[config.mk]
export PLATFORM = sky130hd
export DESIGN_NAME = timer_ctrl
export DESIGN_NICKNAME = d
export VERILOG_FILES = /design/src/rtl/timer_ctrl.sv
export SDC_FILE = /design/constraint.sdc
export NUM_CORES = 1
export LEC_CHECK = 0
export BUFFER_PORTS_ARGS = -buffer_cell sky130_fd_sc_hd__buf_2
export CAP_MARGIN = 25
export CORE_ASPECT_RATIO = 2
export CORE_MARGIN = 5
export CORE_UTILIZATION = 55
export CTS_CLUSTER_DIAMETER = 150
export DETAILED_ROUTE_END_ITERATION = 10
export GPL_TIMING_DRIVEN = 0
export PLACE_DENSITY = 0.73
export SLEW_MARGIN = 20
export SYNTH_ARGS = -nofsm -noshare
export SYNTH_HDL_FRONTEND = slang
export SYNTH_SLANG_ARGS = --single-unit
[constraint.sdc]
create_clock -name clk -period 7.26 [get_ports clk]
set_input_delay 0.363 -clock clk [delete_from_list [all_inputs] [get_ports clk]]
set_output_delay 0.363 -clock clk [all_outputs]
set_load 0.01 [all_outputs]
[src/rtl/timer_ctrl.sv]
// Programmable timer: prescaled up-counter with compare match, one-shot or auto-reload,
// configured through a single-cycle memory-mapped register port.
//
// state | meaning
// IDLE  | counter and prescaler hold, waiting for EN
// RUN   | prescaler advances every cycle, counter steps on each tick
// DONE  | one-shot match reached, everything holds until software acts
module timer_ctrl #(
    parameter int WIDTH   = 32,
    parameter int PRESC_W = 16
) (
    input  logic        clk,
    input  logic        rst,
    input  logic        sel,
    input  logic        we,
    input  logic [4:0]  addr,
    input  logic [31:0] wdata,
    output logic [31:0] rdata,
    output logic        irq,
    output logic        running
);

    typedef enum logic [1:0] {IDLE, RUN, DONE} state_t;

    state_t               state, state_n;
    logic                 ctrl_en, ctrl_auto, ctrl_ie;
    logic [PRESC_W-1:0]   presc, pcnt;
    logic [WIDTH-1:0]     cmp, count;
    logic                 match;

    logic wr, wr_ctrl, wr_presc, wr_cmp, wr_count, wr_status;
    logic tick_raw, tick, match_tick, inc;
    logic unused_addr;

    assign unused_addr = ^addr[1:0];

    assign wr        = sel & we;
    assign wr_ctrl   = wr && (addr[4:2] == 3'd0);
    assign wr_presc  = wr && (addr[4:2] == 3'd1);
    assign wr_cmp    = wr && (addr[4:2] == 3'd2);
    assign wr_count  = wr && (addr[4:2] == 3'd3);
    assign wr_status = wr && (addr[4:2] == 3'd4);

    // A COUNT write or a stopping CTRL write in the tick cycle swallows the tick.
    assign tick_raw   = (state == RUN) && (pcnt == presc);
    assign tick       = tick_raw && !wr_count && !(wr_ctrl && !wdata[0]);
    assign match_tick = tick && (count == cmp);
    assign inc        = tick && (count != cmp);

    always_ff @(posedge clk) begin
        if (rst) state <= IDLE;
        else     state <= state_n;
    end

    always_comb begin
        state_n = state;
        case (state)
            IDLE: if (wr_ctrl && wdata[0]) state_n = RUN;
            RUN: begin
                if (wr_ctrl && !wdata[0])                      state_n = IDLE;
                else if (match_tick && !ctrl_auto && !wr_ctrl) state_n = DONE;
            end
            DONE: begin
                if (wr_ctrl)                       state_n = wdata[0] ? RUN : IDLE;
                else if (wr_status && wdata[0])    state_n = IDLE;
            end
            default: state_n = IDLE;
        endcase
    end

    always_comb begin
        running = (state == RUN);
    end

    always_ff @(posedge clk) begin
        if (rst) begin
            ctrl_en   <= 1'b0;
            ctrl_auto <= 1'b0;
            ctrl_ie   <= 1'b0;
            presc     <= '0;
            cmp       <= '0;
            count     <= '0;
            pcnt      <= '0;
            match     <= 1'b0;
        end else begin
            if (wr_ctrl) begin
                ctrl_en   <= wdata[0];
                ctrl_auto <= wdata[1];
                ctrl_ie   <= wdata[2];
            end else if (match_tick && !ctrl_auto) begin
                ctrl_en <= 1'b0;
            end

            if (wr_presc) presc <= PRESC_W'(wdata);
            if (wr_cmp)   cmp   <= WIDTH'(wdata);

            if (wr_count)                              pcnt <= '0;
            else if (wr_ctrl && wdata[0] && state != RUN) pcnt <= '0;
            else if (state == RUN)                     pcnt <= tick_raw ? '0 : pcnt + PRESC_W'(1);

            if (wr_count)                     count <= WIDTH'(wdata);
            else if (match_tick && ctrl_auto) count <= '0;
            else if (inc)                     count <= count + WIDTH'(1);

            // A new match beats a simultaneous software clear.
            if (match_tick)                 match <= 1'b1;
            else if (wr_status && wdata[0]) match <= 1'b0;
        end
    end

    assign irq = match & ctrl_ie;

    always_comb begin
        rdata = '0;
        if (sel && !we) begin
            case (addr[4:2])
                3'd0:    rdata = {29'b0, ctrl_ie, ctrl_auto, ctrl_en};
                3'd1:    rdata = 32'(presc);
                3'd2:    rdata = 32'(cmp);
                3'd3:    rdata = 32'(count);
                3'd4:    rdata = {31'b0, match};
                default: rdata = '0;
            endcase
        end
    end

endmodule

==> results.json, run 1 <==
{
  "met3_usage_pct": 5.39,
  "fillCellCount": 1012,
  "globalRoute.totalOverflow": 0,
  "fp.dieW_microns": 84.8,
  "path_clk_slew_ns": 0.07,
  "drc_errors": 0,
  "dp_slack_ns": 4.09,
  "ctsLongestPathBuffers": 2,
  "crit_start": "addr[2]",
  "reg2regPathDepth": 9,
  "placementRows": 54,
  "crit_type": "input port to primary output",
  "hp-start": "wdata[21]",
  "syn_inst": 811,
  "rsz0062_at_grt": "no",
  "worstHoldEndpoint": "cmp[21]",
  "clk_latency_ns": 0.36,
  "critPathMostFrequentCell": "clkbuf_1",
  "wire_per_inst_microns": 21.5,
  "critical_path.top_delay_family": "buffers and inverters",
  "hold_class": "input port to flip-flop",
  "status": "finished, final reports clean",
  "drt_wl_total_microns": 22300,
  "clock_skew_ns": 0.0110,
  "antenna_found_initial": 0,
  "pwr_density_cell_nw_per_um2": 175,
  "die_y_microns": 160,
  "dp_hpwl_microns": 17100,
  "max_clock_freq_ghz": 0.303,
  "fin_total_pwr_mw": 1.22,
  "postPlaceCellArea_sq_um": 6690,
  "viasPerCell": 6.31,
  "grt_pass1_vias": 6692,
  "synth_top_family_by_area": "simple AND/OR/NAND/NOR gates",
  "grt_pass1_wl_microns": 34900,
  "synth-xor-area-share_pct": 10.5,
  "p_int_mw": 0.886,
  "holdPathStages": 3,
  "pwr-share-clk_pct": 41.7,
  "dominantRegCellSynth": "dfxtp_1",
  "busiest_layer": "met2",
  "crit_buf_inv": 4,
  "cts_sinks": 102,
  "drt_iter0_drc": 561,
  "crit_fanout": 10,
  "setup_tns_ns": 0,
  "post_cts_buffers": 0,
  "comb_power_share_pct": 11.7,
  "yosysSeqAreaShare_pct": 33.2,
  "die_area_sq_um": 13500,
  "p_sw_share_pct": 27.7,
  "track_usage_pct": 33.0,
  "crit_chain": "clkbuf_1, clkbuf_1, nor2_1, o21ai_1, clkbuf_1, nor2_1, buf_2",
  "drv_slew": 0,
  "netSwitchingPower_mw": 0.339,
  "use_met1_pct": 33.4,
  "layout_commonest_cell": "nand2_1",
  "firstDrtPassIters": 6,
  "cts-htree-levels": 3,
  "fin_crit_sh_pct": 45.4,
  "drv_cap": 0,
  "io_buffer_count": 71,
  "finalWorstSetupSlack_ns": 3.97,
  "cts_buffers": 9,
  "syn_avg_cell_area_sq_um": 7.59,
  "cts-root-buf": "clkbuf_16",
  "io_pins": 75,
  "cts_resized": 0,
  "yosys_register_bits": 102,
  "cp-end-kind": "primary output",
  "regToRegEndpoint": "count[28]",
  "grt_max_degree": 18,
  "rrSetupSlack_ns": 4.10,
  "start_kind": "input port",
  "postCtsHoldBufs": 0,
  "core_area_sq_um": 10900,
  "antennaDiodeCount": 0,
  "synth_adder_area_share_pct": 0.569,
  "drive_gt1_share_pct": 13.4,
  "synth_compound_area_share_pct": 21.0,
  "cp_data_required_time_ns": 6.90,
  "grtUsageMet2_pct": 58.6,
  "finalInstanceArea_sq_um": 6990,
  "synth.cell_area_sq_um": 6150,
  "final_cell_mix": "nand2_1, dfxtp_1, buf_2, nor2_1, a21oi_1",
  "worstPathArrival_ns": 2.93,
  "synthMuxAreaShare_pct": 3.62,
  "setup_violations": 0,
  "synthesis.nets": 854,
  "antenna_left": 0,
  "tritoncts": "done",
  "relSlewSlack_pct": 26.0,
  "yosys_warnings": 0,
  "finalHoldViolCount": 0,
  "yosysUniqueCellTypes": 57,
  "gp_congestion": 0.993,
  "area_delta_synth_final_pct": 13.7,
  "final_net_count": 936,
  "async_flop_share_pct": 0,
  "worst_slew_pin_slew_ns": 1.10,
  "p_seq_share_pct": 46.7,
  "r2r-start": "count[22]",
  "critical_path.max_stage_delay_ns": 0.89,
  "yosys.area_share.simple_pct": 25.4,
  "period_minus_slack_ns": 3.29,
  "leakage_nw": 2.61,
  "initial_core_util_pct": 56.2,
  "synth_edf_count": 0,
  "ir_drop_mv": 0.162,
  "worst_path_max_delay_cell": "o21ai_1",
  "via_count": 6545
}
-- worst register-to-register path, stage by stage, from the launching register on --
cell and delay (ns):
dfxtp_1 0.31, clkbuf_1 0.38, xor2_1 0.16, nor4_1 0.49
nand4_1 0.25, nor4_1 0.48, buf_2 0.31, buf_2 0.31
a211oi_1 0.10, o32ai_1 0.27
-- power by group through the flow --
stage                     sequential [mW]  clock (mW)  combinational (mW)
after floorplan                     0.583           0              0.0815
after global placement              0.584           0               0.136
after detailed placement            0.584           0               0.139
after CTS                           0.571       0.512               0.139
after global routing                0.572       0.538               0.152
final                               0.572       0.511               0.143
-- cells by family (layout without fill, tap and decap cells) --
logic type	Yosys count	count (layout)
adders and majority gates	3	3
and+or+nand+nor	336	336
buffers and inverters	85	172
xor gates and xnor gates	74	74
muxes	18	18
DFF	102	102
AOI/OAI and AO/OA	193	193
-- per-stage QoR --
stage	instances	util (%)	hold WS, ns
2_1_floorplan	811	-	0.458
3_3_place_gp	1022	61.1	0.465
3_5_place_dp	1022	61.1	0.474
4_1_cts	1038	63.9	0.251
5_1_grt	1038	63.9	0.251
6_report	1038	63.9	0.250
-- routing by layer --
| layer | up-vias | wire length, microns |
|---|---|---|
| met4 | 0 | 1870 |
| met5 | - | 0 |
| met3 | 112 | 1280 |
| met1 | 3052 | 7600 |
| met2 | 326 | 11500 |
| li1 | 3055 | - |
-- registers in the layout, indices dropped and copies added (netlist names) --
signal     count
cmp           32
count         32
ctrl_auto      1
ctrl_en        1
ctrl_ie        1
match          1
pcnt          16
presc         16
state          2
-- cell usage after synthesis, drive strengths merged, types with 2 or more instances --
master | number | area share (%)
o211ai | 2 | 0.33
nand2 | 139 | 8.5
and3 | 13 | 1.3
a2111oi | 3 | 0.43
o21a | 3 | 0.37
a21oi | 66 | 5.4
o21ba | 4 | 0.65
or2 | 2 | 0.20
or4 | 2 | 0.31
xor2 | 57 | 8.1
a311oi | 7 | 1.0
nand3 | 25 | 2.0
a22oi | 43 | 5.2
a211oi | 14 | 1.9
inv | 17 | 1.0
o21ai | 17 | 1.4
mux2i | 2 | 0.33
buf | 11 | 1.1
a32oi | 5 | 0.71
o32ai | 9 | 1.3
a31oi | 11 | 1.1
dfxtp | 102 | 33
ha | 2 | 0.41
mux4 | 2 | 0.73
nor4 | 21 | 2.1
a221oi | 3 | 0.43
or3 | 2 | 0.20
nor2b | 3 | 0.31
nor3 | 10 | 0.81
and2 | 5 | 0.51
nand4 | 15 | 1.5
xnor2 | 17 | 2.4
nor4b | 2 | 0.28
nand2b | 3 | 0.31
clkbuf | 57 | 3.5
and4 | 8 | 1.1
nand3b | 5 | 0.61
mux2 | 14 | 2.6
nor2 | 77 | 4.7
-- cell type report --
class,count,area (sq um),area share (%)
buffer,68,280,4.01
tap,140,175,2.50
timing repair buffer,71,355,5.08
inverter,17,63.8,0.912
multi-input combinational,624,3770,53.9
clock buffer,11,243,3.47
clock inverter,5,63.8,0.912
sequential,102,2040,29.2
-- worst max-delay path by stage --
stage / cells after the start / endpoint / slack (ns)
6_report: 7 / rdata[27] / 3.97
2_1_floorplan: 10 / count[24] / 4.87
3_3_place_gp: 7 / rdata[27] / 4.15
4_1_cts: 7 / rdata[21] / 4.08
3_5_place_dp: 7 / rdata[21] / 4.09
5_1_grt: 9 / count[28] / 3.78
Power figures use the tool's default switching activity.
==> run 2: changes to the inputs <==
--- a/config.mk
+++ b/config.mk
@@ -9,11 +9,11 @@
 export CAP_MARGIN = 25
 export CORE_ASPECT_RATIO = 2
 export CORE_MARGIN = 5
-export CORE_UTILIZATION = 55
+export CORE_UTILIZATION = 53
 export CTS_CLUSTER_DIAMETER = 150
 export DETAILED_ROUTE_END_ITERATION = 10
 export GPL_TIMING_DRIVEN = 0
-export PLACE_DENSITY = 0.73
+export PLACE_DENSITY = 0.74
 export SLEW_MARGIN = 20
 export SYNTH_ARGS = -nofsm -noshare
 export SYNTH_HDL_FRONTEND = slang
==> constraint.sdc (replaced) <==
create_clock -name clk -period 2.65 [get_ports clk]
set_input_delay 0.1325 -clock clk [delete_from_list [all_inputs] [get_ports clk]]
set_output_delay 0.1325 -clock clk [all_outputs]
set_load 0.01 [all_outputs]
==> run 2 against run 1 <==
Sequential power rose to 2.7 times the previous value. Final cell count shrank 0.96%. Clock skew decreased by 0.0012 ns. Highest routed layer unchanged. Non-clock buffer count shrank 11.
==> results.json, run 2 (synthesis gave the netlist of run 1 again) <==
{
  "wire_per_inst_microns": 22.5,
  "globalRoute.totalOverflow": 0,
  "die_y_microns": 162,
  "clk_latency_ns": 0.36,
  "start_kind": "flip-flop",
  "worst_slew_pin_slew_ns": 0.929,
  "p_seq_share_pct": 44.4,
  "p_int_mw": 2.61,
  "drv_slew": 0,
  "final_cell_mix": "nand2_1, dfxtp_1, nor2_1, buf_2, a21oi_1",
  "crit_type": "flip-flop to flip-flop",
  "placementRows": 55,
  "holdPathStages": 3,
  "relSlewSlack_pct": 37.8,
  "cts_sinks": 102,
  "fin_cells": 1028,
  "final_net_count": 925,
  "fp.dieW_microns": 86.2,
  "drive_gt1_share_pct": 18.6,
  "drt_iter0_drc": 590,
  "cts-htree-levels": 3,
  "p_sw_share_pct": 26.3,
  "die_area_sq_um": 14000,
  "grt_max_degree": 20,
  "multi_input_area_sq_um": 3930,
  "worstPathArrival_ns": 2.81,
  "grt_pass1_vias": 6637,
  "cts-root-buf": "clkbuf_16",
  "drc_errors": 0,
  "reg2regPathDepth": 7,
  "track_usage_pct": 33.3,
  "pwr_density_cell_nw_per_um2": 492,
  "firstDrtPassIters": 6,
  "layout_commonest_cell": "nand2_1",
  "cp-end-kind": "flip-flop",
  "gp_congestion": 1.01,
  "path_clk_slew_ns": 0.07,
  "hold_class": "input port to flip-flop",
  "viasPerCell": 6.35,
  "top_regs": "cmp x32, count x32",
  "whs_ns": 0.0223,
  "comb_power_share_pct": 12.4,
  "status": "finished, final reports clean",
  "initial_core_util_pct": 54.2,
  "dp.cells": 1024,
  "tritoncts": "done",
  "drt_wl_total_microns": 23100,
  "pwr-share-clk_pct": 43.2,
  "crit_chain": "ha_1, and4_1, nand2_1, nor4_1, nor2_1, a211oi_1, o32ai_1",
  "drv_cap": 0,
  "dp_hpwl_microns": 17600,
  "grt_pass1_wl_microns": 35900,
  "fillCellCount": 1055,
  "critical_path.max_stage_delay_ns": 0.53,
  "io_buffer_count": 71,
  "cts_buffers": 9,
  "core_area_sq_um": 11400,
  "postPlaceCellArea_sq_um": 6690,
  "clock_skew_ns": 0.00972,
  "antenna_left": 0,
  "via_count": 6532,
  "cp_data_required_time_ns": 2.86,
  "finalInstanceArea_sq_um": 7200,
  "seqCellArea_sq_um": 2060,
  "rsz0062_at_grt": "yes",
  "setup_violations": 0,
  "area_delta_synth_final_pct": 17.1,
  "finalHoldViolCount": 0,
  "crit_fanout": 9,
  "postCtsHoldBufs": 0,
  "leakage_nw": 2.70,
  "netSwitchingPower_mw": 0.931,
  "io_pins": 75,
  "max_clock_freq_ghz": 0.385,
  "worst_path_max_delay_cell": "dfxtp_1",
  "antennaDiodeCount": 0,
  "fin_crit_sh_pct": 98.0,
  "ir_drop_mv": 0.342,
  "antenna_found_initial": 0,
  "ctsLongestPathBuffers": 2,
  "period_minus_slack_ns": 2.60
}
-- run 2: path summary, 6_finish.rpt --
| path | from | end | slack [ns] |
|---|---|---|---|
| max reg2reg | count[0] | count[26] | 0.05 |
| max | count[0] | count[26] | 0.05 |
| min | wdata[26] | cmp[26] | 0.02 |
| min reg2reg | cmp[14] | cmp[14] | 0.48 |
-- run 2: critical path, delay by kind of cell, from the launching register on --
kind / cells / cell delay, ns
simple gates: 4 / 1.21
flops: 1 / 0.53
compound gates: 2 / 0.44
fa+ha+maj: 1 / 0.28
-- run 2: cell type report --
cell class,count,area share [%]
buffer,50,3.11
inverter,17,0.886
clock inverter,5,1.49
tap,142,2.47
clock buffer,10,3.18
multi-input combinational,624,54.6
timing repair buffer,78,5.66
sequential,102,28.6
-- run 2: timing repair --
| action | CTS | global route |
|---|---|---|
| pin swaps | 4 | 5 |
| endpoints found under the setup margin | 55 | 47 |
| buffers inserted | 3 | 4 |
| resized for setup | 25 | 25 |
-- run 2: routing by layer --
layer | global-route usage [%] | up-vias | part of all wire, %
li1 | - | 3038 | -
met3 | 4.81 | 111 | 5.7
met1 | 33.5 | 3063 | 33
met5 | 0 | - | 0
met2 | 60.4 | 320 | 53
met4 | 24.4 | 0 | 8.3
-- run 2: power groups by stage --
stage / Combinational (mW) / Clock [mW] / Sequential (mW)
CTS: 0.394 / 1.54 / 1.57
global route: 0.462 / 1.60 / 1.57
global placement: 0.377 / 0 / 1.60
detailed placement: 0.382 / 0 / 1.60
floorplan: 0.223 / 0 / 1.60
finish: 0.439 / 1.53 / 1.57
-- run 2: metrics by stage --
step                worst slack [ns]  util (%)  setup TNS, ns  total power [mW]
floorplan                      0.266         -              0              1.82
global placement              -0.681      58.9         -21.62              1.98
detailed placement            -0.690      58.9         -19.91              1.98
CTS                          0.00765      62.4              0              3.50
global route                 -0.0149      63.4        -0.0220              3.63
finish                        0.0542      63.4              0              3.54
==> run 3: changes to the inputs <==
--- a/config.mk
+++ b/config.mk
@@ -9,11 +9,11 @@
 export CAP_MARGIN = 25
 export CORE_ASPECT_RATIO = 2
 export CORE_MARGIN = 5
-export CORE_UTILIZATION = 53
+export CORE_UTILIZATION = 55
 export CTS_CLUSTER_DIAMETER = 150
 export DETAILED_ROUTE_END_ITERATION = 10
 export GPL_TIMING_DRIVEN = 0
-export PLACE_DENSITY = 0.74
+export PLACE_DENSITY = 0.73
 export SLEW_MARGIN = 20
 export SYNTH_ARGS = -nofsm -noshare
 export SYNTH_HDL_FRONTEND = slang
==> constraint.sdc (replaced) <==
create_clock -name clk -period 2.84 [get_ports clk]
set_input_delay 0.142 -clock clk [delete_from_list [all_inputs] [get_ports clk]]
set_output_delay 0.142 -clock clk [all_outputs]
set_load 0.01 [all_outputs]
==> run 3 against run 2 <==
Combinational power down 16%. Die area decreased by 3.3%. Fmax down 4.0%. Clock power decreased by 15%. Sequential share of layout area grew 0.49 points. Cell area decreased by 2.3%. Worst hold slack better by 0.0076 ns. Critical path depth increased by 1. Core utilization rose by 0.87 points. Via count down 0.63%. Clock-buffer cell count up 1.
==> results.json, run 3 (synthesis gave the netlist of run 1 again) <==
{
  "antenna_left": 0,
  "viasPerCell": 6.32,
  "cp.depth": 8,
  "initial_core_util_pct": 56.2,
  "ir_drop_mv": 0.444,
  "fp.dieW_microns": 84.8,
  "start_kind": "flip-flop",
  "antenna_found_initial": 0,
  "drt_wl_total_microns": 22400,
  "via_count": 6491,
  "hold_class": "input port to flip-flop",
  "fillCellCount": 1006,
  "drive_gt1_share_pct": 15.7,
  "finalHoldViolCount": 0,
  "placementRows": 54,
  "final_cell_mix": "nand2_1, dfxtp_1, buf_2, nor2_1, a21oi_1",
  "drc_errors": 0,
  "setup_violations": 0,
  "area_delta_synth_final_pct": 14.4,
  "fin_crit_sh_pct": 95.2,
  "worst_path_max_delay_cell": "or4b_1",
  "core_area_sq_um": 10900,
  "critical_path.max_stage_delay_ns": 0.57,
  "cts-htree-levels": 3,
  "final_net_count": 925,
  "finalWorstSetupSlack_ns": 0.137,
  "io_pins": 75,
  "reg2regPathDepth": 8,
  "dp_hpwl_microns": 17100,
  "worst_slew_pin_slew_ns": 0.834,
  "cts-root-buf": "clkbuf_16",
  "final_util_pct": 64.3,
  "track_usage_pct": 33.1,
  "path_clk_slew_ns": 0.07,
  "cp-end-kind": "flip-flop",
  "cp_data_required_time_ns": 3.06,
  "setup_tns_ns": 0,
  "tritoncts": "done",
  "crit_fanout": 10,
  "dp_slack_ns": -0.210,
  "holdPathStages": 3,
  "whs_ns": 0.0298,
  "ctsLongestPathBuffers": 2,
  "clk_latency_ns": 0.36,
  "antennaDiodeCount": 0,
  "grt_max_degree": 18,
  "status": "finished, final reports clean",
  "relSlewSlack_pct": 44.0,
  "max_clock_freq_ghz": 0.370,
  "worstPathArrival_ns": 2.92,
  "leakage_nw": 2.62,
  "layout_commonest_cell": "nand2_1",
  "top_regs": "cmp x32, count x32",
  "cts_buffers": 9,
  "io_buffer_count": 71,
  "grt_pass1_vias": 6700,
  "crit_buf_inv": 2,
  "rrSetupSlack_ns": 0.14,
  "gp_congestion": 0.993,
  "grt_pass1_wl_microns": 35000,
  "drt_iter0_drc": 517,
  "drv_cap": 0,
  "rsz0062_at_grt": "no",
  "clock_skew_ns": 0.00871,
  "fin_total_pwr_mw": 3.14,
  "firstDrtPassIters": 7,
  "crit_type": "flip-flop to flip-flop",
  "die_area_sq_um": 13500,
  "crit_chain": "xor2_1, nor4_1, nand4_1, or4b_1, clkbuf_1, buf_2, a211oi_1, o32ai_1",
  "die_y_microns": 160,
  "critical_path.top_delay_family": "simple AND/OR/NAND/NOR gates",
  "globalRoute.totalOverflow": 0,
  "period_minus_slack_ns": 2.70,
  "cts_sinks": 102,
  "wire_per_inst_microns": 21.8,
  "postCtsHoldBufs": 0,
  "pwr_density_cell_nw_per_um2": 446,
  "drv_slew": 0
}
run 3: changes by cell type in the layout (fill, tap and decap cells not counted), sizes merged:
cell      before  now
clkinv         1    0
clkinvlp       0    1
inv           18   20
bufinv         3    1
clkbuf        51   56
buf           87   83
run 3: worst paths after layout:
path	end	startpoint
setup / recovery	count[17]	count[28]
hold / removal	cmp[21]	wdata[21]
hold reg to reg	cmp[25]	cmp[25]
setup reg to reg	count[17]	count[28]
run 3: area by class of cell:
cell class	count	area (sq um)	area share, %
Tap cell	140	175	2.49
Multi-Input combinational cell	624	3840	54.6
Clock buffer	11	243	3.45
Sequential cell	102	2050	29.1
Buffer	55	234	3.32
Inverter	17	63.8	0.907
Clock inverter	5	63.8	0.907
Timing Repair Buffer	73	370	5.26
run 3: routing by layer:
layer  share of wire, %  GRT usage, %  routed length (microns)
met4                8.1          24.7                     1820
met2                 52          58.9                    11700
met3                5.3          5.28                     1180
met5                  0             0                        0
met1                 34          33.6                     7680
run 3: worst register-to-register path, cell delays in order, from the launching register on:
cell and delay (ns):
dfxtp_1 0.48, xor2_1 0.18, nor4_1 0.31, nand4_1 0.28, or4b_1 0.57, clkbuf_1 0.17
buf_2 0.22, a211oi_1 0.26, o32ai_1 0.11
run 3: what timing repair did:
action,CTS,global route
resized for setup,4,14
endpoints found under the setup margin,23,44
pin swaps,1,2
setup buffers,2,0
run 3: per-stage QoR:
stage	area (sq um)	instances
2_1_floorplan	6150	811
3_3_place_gp	6680	1022
3_5_place_dp	6690	1022
4_1_cts	7020	1036
5_1_grt	7040	1027
6_report	7040	1027
run 3: report_power, final:
part	total [mW]	internal, mW	switching [mW]	leakage, nW
Combinational	0.370	0.108	0.262	1.65
Clock	1.30	0.718	0.582	0.147
Sequential	1.47	1.44	0.0215	0.826
Total	3.14	2.27	0.866	2.62
